$ cat config.mk
export PLATFORM = sky130hd
export DESIGN_NAME = cv32e40p_regfile_mp
export DESIGN_NICKNAME = d
export VERILOG_FILES = /design/src/rtl/cv32e40p_regfile_pkg.sv /design/src/rtl/cv32e40p_regfile_scoreboard.sv /design/src/rtl/cv32e40p_regfile_mp.sv
export SDC_FILE = /design/constraint.sdc
export NUM_CORES = 2
export LEC_CHECK = 0
export CORE_MARGIN = 2
export CORE_UTILIZATION = 25
export CTS_BUF_LIST = sky130_fd_sc_hd__clkbuf_4
export DETAILED_ROUTE_END_ITERATION = 10
export GPL_TIMING_DRIVEN = 0
export PLACE_DENSITY = 0.39
export SYNTH_ARGS = -nofsm -noshare
export SYNTH_HDL_FRONTEND = slang
export SYNTH_HIERARCHICAL = 1
export SYNTH_SLANG_ARGS = --single-unit
export TNS_END_PERCENT = 50
$ cat constraint.sdc
create_clock -name clk -period 4.6 [get_ports clk]
set_clock_uncertainty 0.2 [all_clocks]
set_input_delay 1.15 -clock clk [delete_from_list [all_inputs] [get_ports clk]]
set_output_delay 1.15 -clock clk [all_outputs]
set_load 0.05 [all_outputs]
$ cat src/rtl/cv32e40p_regfile_pkg.sv
// Shared types and constants for the integer register file and its scoreboard.
package cv32e40p_regfile_pkg;

    localparam int REG_ADDR_WIDTH = 5;
    localparam int REG_DATA_WIDTH = 32;
    localparam int NREGS          = 2 ** REG_ADDR_WIDTH;

    typedef logic [REG_ADDR_WIDTH-1:0] regaddr_t;
    typedef logic [REG_DATA_WIDTH-1:0] regdata_t;

    // Address of the hardwired-zero register when it is enabled.
    localparam regaddr_t REG_ZERO = '0;

endpackage

$ cat src/rtl/cv32e40p_regfile_scoreboard.sv
// Per-register busy scoreboard for loads in flight. It has no data path, so
// any register file that needs load tracking can reuse it.
module cv32e40p_regfile_scoreboard
    import cv32e40p_regfile_pkg::*;
#(
    parameter int ADDR_WIDTH = 5,
    parameter int ZERO_REG   = 1
) (
    input  logic                       clk,
    input  logic                       rst_n,
    input  logic                       set_i,
    input  logic [ADDR_WIDTH-1:0]      set_addr_i,
    input  logic                       clr_i,
    input  logic [ADDR_WIDTH-1:0]      clr_addr_i,
    output logic [(2**ADDR_WIDTH)-1:0] busy_o,
    output logic                       busy_any_o
);

    localparam int NUM_REGS = 2 ** ADDR_WIDTH;

    logic [NUM_REGS-1:0] busy_q;
    logic [NUM_REGS-1:0] busy_d;

    // Next busy vector: a clear is applied first so that a same-cycle set to
    // the same register wins (back-to-back loads to one destination).
    always_comb begin
        busy_d = busy_q;
        for (int i = 0; i < NUM_REGS; i++) begin
            if (clr_i && clr_addr_i == ADDR_WIDTH'(i)) begin
                busy_d[i] = 1'b0;
            end
            if (set_i && set_addr_i == ADDR_WIDTH'(i)) begin
                busy_d[i] = 1'b1;
            end
        end
        if (ZERO_REG != 0) begin
            busy_d[ADDR_WIDTH'(REG_ZERO)] = 1'b0;
        end
    end

    // Busy state register; reset forgets every pending load.
    always_ff @(posedge clk or negedge rst_n) begin
        if (!rst_n) begin
            busy_q <= '0;
        end else begin
            busy_q <= busy_d;
        end
    end

    assign busy_o     = busy_q;
    assign busy_any_o = |busy_q;

endmodule

$ cat src/rtl/cv32e40p_regfile_mp.sv
// Integer register file with NUM_READ read ports, ALU write port A, LSU write
// port B, optional write-to-read bypass, optional hardwired x0 and a busy
// scoreboard that lets the decoder stall on outstanding loads.
module cv32e40p_regfile_mp
    import cv32e40p_regfile_pkg::*;
#(
    parameter int ADDR_WIDTH = 5,
    parameter int DATA_WIDTH = 32,
    parameter int NUM_READ   = 3,
    parameter int ZERO_REG   = 1,
    parameter int BYPASS     = 1
) (
    input  logic                           clk,
    input  logic                           rst_n,
    input  logic [NUM_READ*ADDR_WIDTH-1:0] raddr_i,
    output logic [NUM_READ*DATA_WIDTH-1:0] rdata_o,
    output logic [NUM_READ-1:0]            rbusy_o,
    input  logic                           we_a_i,
    input  logic [ADDR_WIDTH-1:0]          waddr_a_i,
    input  logic [DATA_WIDTH-1:0]          wdata_a_i,
    input  logic                           we_b_i,
    input  logic [ADDR_WIDTH-1:0]          waddr_b_i,
    input  logic [DATA_WIDTH-1:0]          wdata_b_i,
    input  logic                           busy_set_i,
    input  logic [ADDR_WIDTH-1:0]          busy_addr_i,
    output logic                           busy_any_o
);

    localparam int NUM_REGS = 2 ** ADDR_WIDTH;
    localparam logic [ADDR_WIDTH-1:0] ZERO_ADDR = ADDR_WIDTH'(REG_ZERO);

    logic [DATA_WIDTH-1:0] mem [NUM_REGS];
    logic [NUM_REGS-1:0]   busy;

    // Register storage: port B wins over port A on an address conflict, and
    // x0 keeps its reset value when it is hardwired.
    always_ff @(posedge clk or negedge rst_n) begin
        if (!rst_n) begin
            for (int i = 0; i < NUM_REGS; i++) begin
                mem[i] <= '0;
            end
        end else begin
            for (int i = 0; i < NUM_REGS; i++) begin
                if (ZERO_REG != 0 && i == 0) begin
                    mem[i] <= '0;
                end else if (we_b_i && waddr_b_i == ADDR_WIDTH'(i)) begin
                    mem[i] <= wdata_b_i;
                end else if (we_a_i && waddr_a_i == ADDR_WIDTH'(i)) begin
                    mem[i] <= wdata_a_i;
                end
            end
        end
    end

    cv32e40p_regfile_scoreboard #(
        .ADDR_WIDTH (ADDR_WIDTH),
        .ZERO_REG   (ZERO_REG)
    ) u_scoreboard (
        .clk        (clk),
        .rst_n      (rst_n),
        .set_i      (busy_set_i),
        .set_addr_i (busy_addr_i),
        .clr_i      (we_b_i),
        .clr_addr_i (waddr_b_i),
        .busy_o     (busy),
        .busy_any_o (busy_any_o)
    );

    for (genvar k = 0; k < NUM_READ; k++) begin : g_read
        logic [ADDR_WIDTH-1:0] ra;
        logic [DATA_WIDTH-1:0] rd;
        logic                  rb;

        assign ra = raddr_i[k*ADDR_WIDTH +: ADDR_WIDTH];

        // Read mux: bypass sources in priority B, A, storage; x0 and reset
        // force zero. A same-cycle busy_set only shows up next cycle.
        always_comb begin
            rd = mem[ra];
            rb = busy[ra];
            if (BYPASS != 0) begin
                if (we_b_i && waddr_b_i == ra) begin
                    rd = wdata_b_i;
                end else if (we_a_i && waddr_a_i == ra) begin
                    rd = wdata_a_i;
                end
                if (we_b_i && waddr_b_i == ra && !(busy_set_i && busy_addr_i == ra)) begin
                    rb = 1'b0;
                end
            end
            if (ZERO_REG != 0 && ra == ZERO_ADDR) begin
                rd = '0;
                rb = 1'b0;
            end
            if (!rst_n) begin
                rd = '0;
                rb = 1'b0;
            end
        end

        assign rdata_o[k*DATA_WIDTH +: DATA_WIDTH] = rd;
        assign rbusy_o[k]                          = rb;
    end

endmodule

==> impl_metrics.json <==
{
  "num-nets-final": 8490,
  "final_max_slew_viol_count": 44,
  "slew-limit-headroom_pct": -10.18,
  "avgRoutedWirePerCell_um": 47.40,
  "cts_root_buf": "clkbuf_4",
  "period_needed_ns": 5.284,
  "net_count_synth": 7574,
  "report.power.total_mw": 40.97,
  "critPathLaunchType": "register",
  "most-common-layout-cells": "1091 x mux2i_1, 1002 x dfrtp_1, 638 x nor2_1",
  "synth_cell_type_count": 80,
  "holdCritStartpoint": "wdata_b_i[26]",
  "violations": "capacitance limit, slew limit, setup timing",
  "final_period_util_pct": 114.9,
  "cts_htree_levels": 5,
  "fp.dieArea_um2": 312500,
  "max_cap_viol_count": 5,
  "synthesis.yosys.warnings": 6,
  "via_per_inst": 6.334,
  "rsz0062_at_grt": "true",
  "syn_to_final_growth_pct": 32.96,
  "grt_antenna_before_repair": 66,
  "filler_cell_count": 31211,
  "floorplan.initialDensity_pct": 25.16,
  "source_of_the_worst_register_to_register_timing_path": "mem[776]",
  "global_route_wire_length_before_repair_um": 765500,
  "worstReg2RegEnd": "mem[776]",
  "place.port_buffers": 147,
  "irDropWorstVdd_mv": 0.2389,
  "crit_arrival_ns": 3.93,
  "initial_detailed_routing_violation_count": 13012,
  "whs_endpoint": "mem[794]",
  "multiInputGateArea_um2": 52010,
  "critPathBufInv": 1,
  "pin_count": 199,
  "first_global_vias": 75631,
  "slowest_stage": "nor4_4",
  "drtPass1Iterations": 6,
  "hold_violations": 0,
  "critical_path_capture_point_type": "output pin",
  "rrSetupSlack_ns": 3.39,
  "netlist_top_cells_area": "dfrtp_1 33%, mux4_2 18%, mux2i_1 16%",
  "number_of_synthesized_flops_with_an_enable_pin": 0,
  "worst_pin_slew_ns": 1.647,
  "die_h_um": 559.0,
  "drive_gt1_share_pct": 35.22,
  "global_route.overflow_total": 0,
  "drt_wl_total_um": 604100,
  "timing.critical_path.cells": "mux2_4 > a22oi_2 > o211ai_1 > a2111oi_4 > nor4_4 > buf_6",
  "stdcell_count": 12744,
  "critical_path_peak_fanout": 4,
  "numClockSinks": 1023,
  "seqCellArea_um2": 25630,
  "synth.avg_cell_area_um2": 10.30,
  "worst-endpoint-required_ns": 3.25,
  "tritoncts": "done",
  "timing.hold.worst_path_depth": 3,
  "placedCellCount": 11741,
  "vias": 80722,
  "worstSkewPairLatency_ns": 1.41,
  "worst-r2r-cell-count": 2,
  "drc": 0,
  "layout_commonest_cell": "mux2i_1",
  "number_of_buffers_added_by_the_clock_tree_synthesis_step": 334,
  "routabilityCongestion": 1.082,
  "path_depth": 6,
  "synth_flop_cell": "dfrtp_1",
  "leading_area_contributor_after_synthesis": "dfrtp_1",
  "finalSetupViolations": 100,
  "pin_count_of_the_biggest_net_entering_global_routing": 154,
  "timing.hold.worst.class": "in2reg",
  "clkTransAtPathRegs_ns": 0.08,
  "post-dp-hpwl_um": 447300,
  "synth_top_area_share_pct": 33.24,
  "postRouteAntennaNets": 0,
  "power.static_leakage_nw": 40.25,
  "layout_setup_ws_ns": -0.6836,
  "worst_case_clock_buffer_depth": 4,
  "share_of_flip_flops_with_an_asynchronous_set_or_reset_after_synthesis_pct": 100.0,
  "powerDensity_nw_per_um2": 400.0,
  "die-width_um": 559.0,
  "grt.total_usage_pct": 37.03,
  "slowest_stage_delay_cp_ns": 0.89,
  "synth_area_um2": 77020,
  "synth-seq-area-share_pct": 33.24,
  "syn_inst": 7475,
  "placement_rows": 203,
  "path_class": "reg2out",
  "fmax_mhz": 189.3,
  "ys_ff_latch": 1023,
  "crit_family": "simple AND/OR/NAND/NOR gates",
  "core_area_um2": 306100,
  "status": "finished, violations left"
}
==> kinds of logic (layout without fill, tap and decap cells) <==
kind of cell	count (synthesis)	in the layout	synth area share, %
DFF	1023	1023	33.24
other	1	58	0.004869
xor gates and xnor gates	45	45	0.5117
and+or+nand+nor	1535	1535	8.472
buffers and inverters	952	2064	6.219
muxes	2065	2065	37.27
AOI/OAI and AO/OA	1854	1854	14.28
==> synth_stat cells (91+ instances only) <==
master / instances
nor2_1: 652
clkbuf_1: 504
buf_4: 103
nand2_1: 574
mux4_2: 618
a221oi_1: 91
buf_2: 180
o21ai_0: 678
dfrtp_1: 1023
mux2_2: 229
a21oi_1: 694
mux2i_1: 1217
==> per-stage QoR <==
stage          util [%]  cell area, um2  TNS (ns)  setup slack (ns)  hold WS (ns)
6_report          33.46          102400    -38.60           -0.6836       0.06070
4_1_cts           32.37           99060    -27.17           -0.4198      0.005483
3_5_place_dp      27.60           84480   -586.40            -4.070        0.3827
2_1_floorplan         -           77380    -11.02           -0.3183        0.3144
5_1_grt           33.43          102300    -30.68           -0.5173        0.1101
3_3_place_gp      27.44           83980         -            -54.04        0.3761
==> final cells by class <==
type	count	share of cell area, %
multi-input cells	5500	50.79
flip-flops and latches	1023	25.02
plain buffers	909	7.920
repair buffers	592	7.182
well taps	4100	5.009
clock buffers	449	3.292
clock inverters	83	0.5071
diodes	57	0.1393
inverters	31	0.1332
==> repair_timing <==
| item | in CTS | in global routing |
|---|---|---|
| endpoints found under the hold margin | 470 | 0 |
| gates cloned | 36 | 9 |
| pin swaps | 149 | 117 |
| buffers inserted | 221 | 149 |
| hold buffers | 15 | 0 |
| setup endpoints to repair | 100 | 100 |
| gates resized for setup | 2375 | 408 |
==> layer usage <==
layer | share of wire, % | vias up | routed length, um | track usage [%]
met1 | 37 | 41426 | 221300 | 44.76
met3 | 13 | 2068 | 75950 | 13.73
met2 | 40 | 7169 | 240500 | 50.82
met4 | 11 | 20 | 65990 | 33.38
met5 | 0.048 | - | 287 | 0.5640
li1 | - | 30039 | - | -
==> where the power goes <==
| part | internal, mW | switching, mW | leakage, nW | total [mW] |
|---|---|---|---|---|
| clock network | 4.80 | 5.14 | 2.31 | 9.94 |
| registers | 11.4 | 3.66 | 12.4 | 15.0 |
| logic | 7.23 | 8.75 | 25.5 | 16.0 |
| total | 23.4 | 17.6 | 40.2 | 41.0 |
==> sequential cells by signal, summed over array words and instances, names as in the netlist <==
name                 cells
mem                    992
u_scoreboard/busy_o     31
==> worst max path at each step <==
stage	startpoint	endpoint	slack, ns
final	mem[991]	rdata_o[63]	-0.68
after global routing	mem[991]	rdata_o[63]	-0.52
after CTS	mem[77]	rdata_o[45]	-0.42
after detailed placement	raddr_i[2]	rdata_o[14]	-4.07
after global placement	rst_n	rdata_o[50]	-54.04
after floorplan	raddr_i[0]	rdata_o[10]	-0.32
==> worst reg2reg max path, stage by stage, from the launching register on <==
cell,delay [ns]
dfrtp_1,0.58
mux2i_1,0.13
a21oi_1,0.22
Note: power is estimated with default switching activity, not from simulation.
